`src/rtl/oled_text_renderer_if.sv`:
```
// Request and pixel-stream handshake bundle for the OLED text renderer.
// The renderer connects to the slave modport; the requester/sink side uses master.
interface oled_text_renderer_if;
  logic        i_req_valid;
  logic        o_req_ready;
  logic [23:0] i_req_text;
  logic        o_pix_valid;
  logic        i_pix_ready;
  logic [15:0] o_pix_data;
  logic        o_pix_first;
  logic        o_pix_last;
  logic        o_busy;
  logic        o_unknown_char;

  modport slave (
    input  i_req_valid, i_req_text, i_pix_ready,
    output o_req_ready, o_pix_valid, o_pix_data, o_pix_first, o_pix_last,
           o_busy, o_unknown_char
  );

  modport master (
    output i_req_valid, i_req_text, i_pix_ready,
    input  o_req_ready, o_pix_valid, o_pix_data, o_pix_first, o_pix_last,
           o_busy, o_unknown_char
  );
endinterface

```
`src/rtl/oled_text_renderer.sv`:
```
// Renders three ASCII characters from an 8x8 glyph ROM into a 24x8 RGB565
// pixel stream, raster order, with valid/ready flow control on the output.
module oled_text_renderer #(
  parameter logic [15:0] FG_COLOUR = 16'hFFFF,
  parameter logic [15:0] BG_COLOUR = 16'h0000
) (
  input  logic                 i_clk,
  input  logic                 i_rst_n,
  oled_text_renderer_if.slave  bus
);

  typedef enum logic {IDLE, STREAM} state_t;

  localparam logic [4:0]  LAST_COL = 5'd23;
  localparam logic [2:0]  LAST_ROW = 3'd7;
  localparam logic [23:0] SPACES   = 24'h202020;

  state_t      state_q, state_d;
  logic [2:0]  row_q, row_d;
  logic [4:0]  col_q, col_d;
  logic [23:0] text_q, text_d;
  logic        unk_q, unk_d;
  logic        armed_q;

  logic        streaming;
  logic        req_ready;
  logic        accept;
  logic        at_last;
  logic [7:0]  code;
  logic [7:0]  row_bits;

  function automatic logic is_known(input logic [7:0] c);
    case (c)
      8'h20, 8'h45, 8'h47, 8'h4F, 8'h52, 8'h53: return 1'b1;
      default:                                  return 1'b0;
    endcase
  endfunction

  // Unsupported codes fall to the default, which is the all-clear space glyph.
  function automatic logic [7:0] glyph_row(input logic [7:0] c, input logic [2:0] r);
    logic [63:0] g;
    case (c)
      8'h45:   g = 64'h7F46_161E_1646_7F00;
      8'h47:   g = 64'h3C66_0303_7366_7C00;
      8'h4F:   g = 64'h1C36_6363_6336_1C00;
      8'h52:   g = 64'h3F66_663E_3666_6700;
      8'h53:   g = 64'h1E33_070E_3833_1E00;
      default: g = 64'h0;
    endcase
    return g[{~r, 3'b000} +: 8];
  endfunction

  assign streaming = (state_q == STREAM);
  assign req_ready = (state_q == IDLE) && armed_q;
  assign accept    = bus.i_req_valid && req_ready;
  assign at_last   = (row_q == LAST_ROW) && (col_q == LAST_COL);

  always_comb begin
    code = text_q[23:16];
    case (col_q[4:3])
      2'd1:    code = text_q[15:8];
      2'd2:    code = text_q[7:0];
      default: code = text_q[23:16];
    endcase
  end

  assign row_bits = glyph_row(code, row_q);

  always_comb begin
    state_d = state_q;
    row_d   = row_q;
    col_d   = col_q;
    text_d  = text_q;
    unk_d   = 1'b0;
    case (state_q)
      IDLE: begin
        if (accept) begin
          state_d = STREAM;
          row_d   = 3'd0;
          col_d   = 5'd0;
          text_d  = bus.i_req_text;
          unk_d   = !(is_known(bus.i_req_text[23:16]) &&
                      is_known(bus.i_req_text[15:8])  &&
                      is_known(bus.i_req_text[7:0]));
        end
      end
      STREAM: begin
        if (bus.i_pix_ready) begin
          if (at_last) begin
            state_d = IDLE;
            row_d   = 3'd0;
            col_d   = 5'd0;
          end else if (col_q == LAST_COL) begin
            col_d = 5'd0;
            row_d = row_q + 3'd1;
          end else begin
            col_d = col_q + 5'd1;
          end
        end
      end
      default: state_d = IDLE;
    endcase
  end

  always_ff @(posedge i_clk or negedge i_rst_n) begin
    if (!i_rst_n) begin
      state_q <= IDLE;
      row_q   <= 3'd0;
      col_q   <= 5'd0;
      text_q  <= SPACES;
      unk_q   <= 1'b0;
      armed_q <= 1'b0;
    end else begin
      state_q <= state_d;
      row_q   <= row_d;
      col_q   <= col_d;
      text_q  <= text_d;
      unk_q   <= unk_d;
      armed_q <= 1'b1;
    end
  end

  // Outputs derive only from registered state, so they cannot move while stalled.
  assign bus.o_req_ready    = req_ready;
  assign bus.o_pix_valid    = streaming;
  assign bus.o_busy         = (state_q != IDLE);
  assign bus.o_unknown_char = unk_q;
  assign bus.o_pix_data     = (streaming && row_bits[col_q[2:0]]) ? FG_COLOUR : BG_COLOUR;
  assign bus.o_pix_first    = streaming && (row_q == 3'd0) && (col_q == 5'd0);
  assign bus.o_pix_last     = streaming && at_last;

endmodule
```
`src/flat_wrapper.sv`:
```
// flat-port wrapper written by rule: the top's interface ports become plain ports
module oled_text_renderer_flat 
#(
  parameter logic [15:0] FG_COLOUR = 16'hFFFF,
  parameter logic [15:0] BG_COLOUR = 16'h0000
)
  (i_clk, i_rst_n, bus_i_req_valid, bus_i_req_text, bus_i_pix_ready, bus_o_req_ready, bus_o_pix_valid, bus_o_pix_data, bus_o_pix_first, bus_o_pix_last, bus_o_busy, bus_o_unknown_char);
  oled_text_renderer_if bus_i ();
  input  logic i_clk;
  input  logic i_rst_n;
  input wire logic [$bits(bus_i.i_req_valid)-1:0] bus_i_req_valid;
  input wire logic [$bits(bus_i.i_req_text)-1:0] bus_i_req_text;
  input wire logic [$bits(bus_i.i_pix_ready)-1:0] bus_i_pix_ready;
  output wire logic [$bits(bus_i.o_req_ready)-1:0] bus_o_req_ready;
  output wire logic [$bits(bus_i.o_pix_valid)-1:0] bus_o_pix_valid;
  output wire logic [$bits(bus_i.o_pix_data)-1:0] bus_o_pix_data;
  output wire logic [$bits(bus_i.o_pix_first)-1:0] bus_o_pix_first;
  output wire logic [$bits(bus_i.o_pix_last)-1:0] bus_o_pix_last;
  output wire logic [$bits(bus_i.o_busy)-1:0] bus_o_busy;
  output wire logic [$bits(bus_i.o_unknown_char)-1:0] bus_o_unknown_char;
  assign bus_i.i_req_valid = bus_i_req_valid;
  assign bus_i.i_req_text = bus_i_req_text;
  assign bus_i.i_pix_ready = bus_i_pix_ready;
  assign bus_o_req_ready = bus_i.o_req_ready;
  assign bus_o_pix_valid = bus_i.o_pix_valid;
  assign bus_o_pix_data = bus_i.o_pix_data;
  assign bus_o_pix_first = bus_i.o_pix_first;
  assign bus_o_pix_last = bus_i.o_pix_last;
  assign bus_o_busy = bus_i.o_busy;
  assign bus_o_unknown_char = bus_i.o_unknown_char;
  oled_text_renderer #(.FG_COLOUR(FG_COLOUR), .BG_COLOUR(BG_COLOUR)) u_core (.i_clk(i_clk), .i_rst_n(i_rst_n), .bus(bus_i));
endmodule
```
`config.mk`:
```
export PLATFORM = sky130hd
export DESIGN_NAME = oled_text_renderer_flat
export DESIGN_NICKNAME = d
export VERILOG_FILES = /design/src/rtl/oled_text_renderer_if.sv /design/src/rtl/oled_text_renderer.sv /design/src/flat_wrapper.sv
export SDC_FILE = /design/constraint.sdc
export NUM_CORES = 1
export LEC_CHECK = 0
export ABC_AREA = 1
export CORE_MARGIN = 10
export CORE_UTILIZATION = 50
export CTS_CLUSTER_SIZE = 12
export DETAILED_ROUTE_END_ITERATION = 10
export PLACE_DENSITY = 0.78
export SYNTH_ARGS = -nofsm -noshare
export SYNTH_HDL_FRONTEND = slang
export SYNTH_SLANG_ARGS = --single-unit
export TNS_END_PERCENT = 10
```
`constraint.sdc`:
```
create_clock -name i_clk -period 4 [get_ports i_clk]
set_input_delay 0.8 -clock i_clk [delete_from_list [all_inputs] [get_ports i_clk]]
set_output_delay 0.8 -clock i_clk [all_outputs]
set_load 0.05 [all_outputs]
```
==> impl_metrics.csv <==
group,metric,value,unit
sta,setup_violations,0,
pwr,finalPower,3.400,mW
min_path,hp-class,"flip-flop to flip-flop",
placement,placed_cells,507,
drt,drt_pass1_iterations,5,
clock_network,cts_max_level,2,
setup_path,worstPathCellList,"ha_4 -> inv_8 -> or2_1 -> nand2_4 -> nand2_2 -> nor2_2 -> nand2_4 -> buf_4 -> buf_4 -> nand3_1 -> nand3_1 -> nand2_1 -> a21oi_2 -> nor2_2 -> nor2_2 -> nor2_4 -> clkbuf_16 -> buf_12",
clock_network,clk_pin_slew,0.08,ns
clock_network,root_buffer,"clkbuf_8",
sta,worst_pin_slew,0.5171,ns
layout,drive_gt1_share,22.77,%
setup_path,path_common_cell,"nor2_2",
setup_path,reg2reg_depth,7,
die,core,0.005473,mm²
drt,antenna_left,0,
global_routing,track_usage,17.33,%
die,die_x,94.72,µm
sta,fin_worst_skew,0.01090,ns
logic_synthesis,avgSynthCellArea,6.759,µm²
clock_network,cts_tree,"done",
logic_synthesis,synth_cell_types,38,
setup_path,slowest_stage,"dfrtp_2",
logic_synthesis,synthesis.nets,448,
setup_path,cpLargestDelayFamily,"simple AND/OR/NAND/NOR gates",
setup_path,max_stage_delay,0.46,ns
flow_run,maxCapViolCount,0,
placement,dp_slack,0.2236,ns
global_routing,grt_pass1_wl,12.81,mm
logic_synthesis,ys_seq_area_share,31.51,%
logic_synthesis,ys_warn_count,0,
setup_path,critPathBufInv,5,
global_routing,first_global_vias,2731,
sta,min_period,3.928,ns
drt,wl_per_cell,14.77,µm
logic_synthesis,synthCells,413,
setup_path,crit_type,"flip-flop to output port",
global_routing,grt_max_degree,50,
die,ios,50,
drt,num_vias,2810,
setup_path,setup.worst_path.end_class,"output port",
outcome,status,"completed",
pwr,cellLeakagePower,1.815,nW
setup_path,path_depth,18,
sta,hold_viol,0,
layout,fin_cells,520,
die,initial_core_util,51.01,%
placement,dp_hpwl,5.725,mm
sta,fin_crit_sh,98.19,%
die,die_area,0.008972,mm²
placement,io_buffer_count,49,
global_routing,grt_overflow,0,
layout,fin_area,0.003671,mm²
setup_path,r2r_slack,2.03,ns
pwr,ir_worst_vdd,0.8521,mV
drt,wl,7.678,mm
min_path,whs_path_depth,2,
setup_path,cp.required,3.20,ns
setup_path,critical_path_arrival,3.13,ns
clock_network,max-clock-path-buffers,2,
sta,fin_tns_setup,0,ns
sta,worst_slack,0.07247,ns
setup_path,path_max_fanout,16,
pwr,power.density,926.3,mW/mm²
global_routing,antenna_found_initial,0,
placement,post_dp_cell_area,0.003381,mm²
die,fp-row-count,27,
drt,drt_iter0_drc,204,
drt,drc_errors,0,
clock_network,clk_latency,0.29,ns
setup_path,worst_setup_path_start_kind,"flip-flop",
placement,gp_congestion,0.8901,
drt,viasPerCell,5.404,
sta,slew_viol_final,0,
clock_network,cts_hold_buf,0,
logic_synthesis,synth_seq_cells,35,
logic_synthesis,netlist_area,0.002791,mm²
layout,area_delta_synth_final,31.51,%
clock_network,cts.sinks,35,
die,die_h,94.72,µm
layout,antennaDiodeCount,0,
sta,fmax,254.6,MHz
clock_network,cts_buffers,5,
layout,nNetsFinal,482,
sta,slew-limit-headroom,65.42,%
sta,rsz0062_at_grt,"true",
flip-flops by register name (all words and copies together) (netlist names):
register,flops
u_core.bus.o_busy,1
u_core.col_q,5
u_core.text_q,24
u_core.armed_q,1
u_core.row_q,3
u_core.bus.o_unknown_char,1
metrics by stage:
step                util, %  hold slack, ns
floorplan                 -          0.4455
global placement      61.77          0.4637
detailed placement    61.77          0.4740
CTS                   64.47          0.4907
global route          67.08          0.5065
finish                67.08          0.4876
routing by layer:
| layer | vias to the layer above | global-route usage, % | wire length (µm) |
|---|---|---|---|
| li1 | 1371 | - | - |
| met4 | 0 | 5.736 | 142 |
| met1 | 1328 | 21.60 | 3217 |
| met5 | - | 0 | 0 |
| met3 | 14 | 3.013 | 382 |
| met2 | 97 | 29.58 | 3935 |
cell type report:
type                    instances  area (µm²)
multi-input cells             299        1683
repair buffers                 57       740.7
flip-flops and latches         35       880.8
clock inverters                 2       12.51
clock buffers                   6       72.57
fillers                       482        1802
inverters                      49       191.4
well taps                      72       90.09
Yosys cell counts (all sizes together):
cell	number	area share, %
nand3b	1	0.27
a31oi	1	0.22
xor2	1	0.31
buf	24	6.0
nor4	1	0.22
ha	7	3.1
a41oi	1	0.31
o41ai	1	0.31
o21ai	37	6.6
dfstp	3	2.8
clkbuf	6	0.81
nand3	41	8.2
inv	49	6.6
a221oi	2	0.63
a21o	1	0.27
or2	6	1.3
a21oi	12	2.2
conb	1	0.13
o2bb2ai	1	0.31
a211oi	1	0.27
dfrtp	32	29
nor2	36	7.8
nand2	137	20
nor3	5	1.3
and2	1	0.22
nand4	5	1.1
worst paths after layout:
| check | from | endpoint |
|---|---|---|
| setup / recovery | u_core.col_q[4]$_DFFE_PN0P_ | bus_o_pix_data[10] |
| hold / removal | u_core.text_q[19]$_DFFE_PN0P_ | u_core.text_q[19]$_DFFE_PN0P_ |
| setup reg to reg | u_core.col_q[0]$_DFFE_PN0P_ | u_core.row_q[1]$_DFFE_PN0P_ |
| hold reg to reg | u_core.text_q[19]$_DFFE_PN0P_ | u_core.text_q[19]$_DFFE_PN0P_ |
| max in group asynchronous | i_rst_n | u_core.text_q[21]$_DFFE_PN1P_ |
| min in group asynchronous | i_rst_n | u_core.text_q[2]$_DFFE_PN0P_ |
kinds of logic after synthesis:
group           after synthesis  synth area share [%]
simple gates                233                 40.43
fa+ha+maj                     7                 3.137
xor+xnor                      1                0.3138
other cells                   1                0.1343
flops                        35                 31.51
buf+inv                      79                 13.36
compound gates               57                 11.12
worst min-delay path, stage by stage, from the launching register on:
cell     delay [ns]
dfrtp_1        0.34
nand2_1        0.05
o21ai_0        0.06
repair_timing:
| action | CTS | global route |
|---|---|---|
| endpoints found under the hold margin | 0 | 0 |
| gates resized for setup | 4 | 42 |
| buffers inserted | 1 | 3 |
| pin swaps | 0 | 24 |
| setup endpoints to repair | 16 | 16 |
| gates cloned | 1 | 0 |
cell usage in the layout (no fill, tap or decap), types with 9 or more instances in the layout:
| cell type | count |
|---|---|
| a21oi_1 | 11 |
| nor2_1 | 16 |
| dfrtp_1 | 31 |
| nand2_1 | 115 |
| clkdlybuf4s50_1 | 33 |
| inv_2 | 9 |
| inv_1 | 39 |
| nand2_2 | 15 |
| nand3_1 | 32 |
| buf_12 | 17 |
| nor2_2 | 10 |
| nor2_4 | 9 |
| o21ai_0 | 36 |
power breakdown:
part | internal (mW) | switching, mW
sequential | 0.415 | 0.103
combinational | 1.09 | 1.54
clock | 0.122 | 0.129
Note: power is estimated with default switching activity, not from simulation.
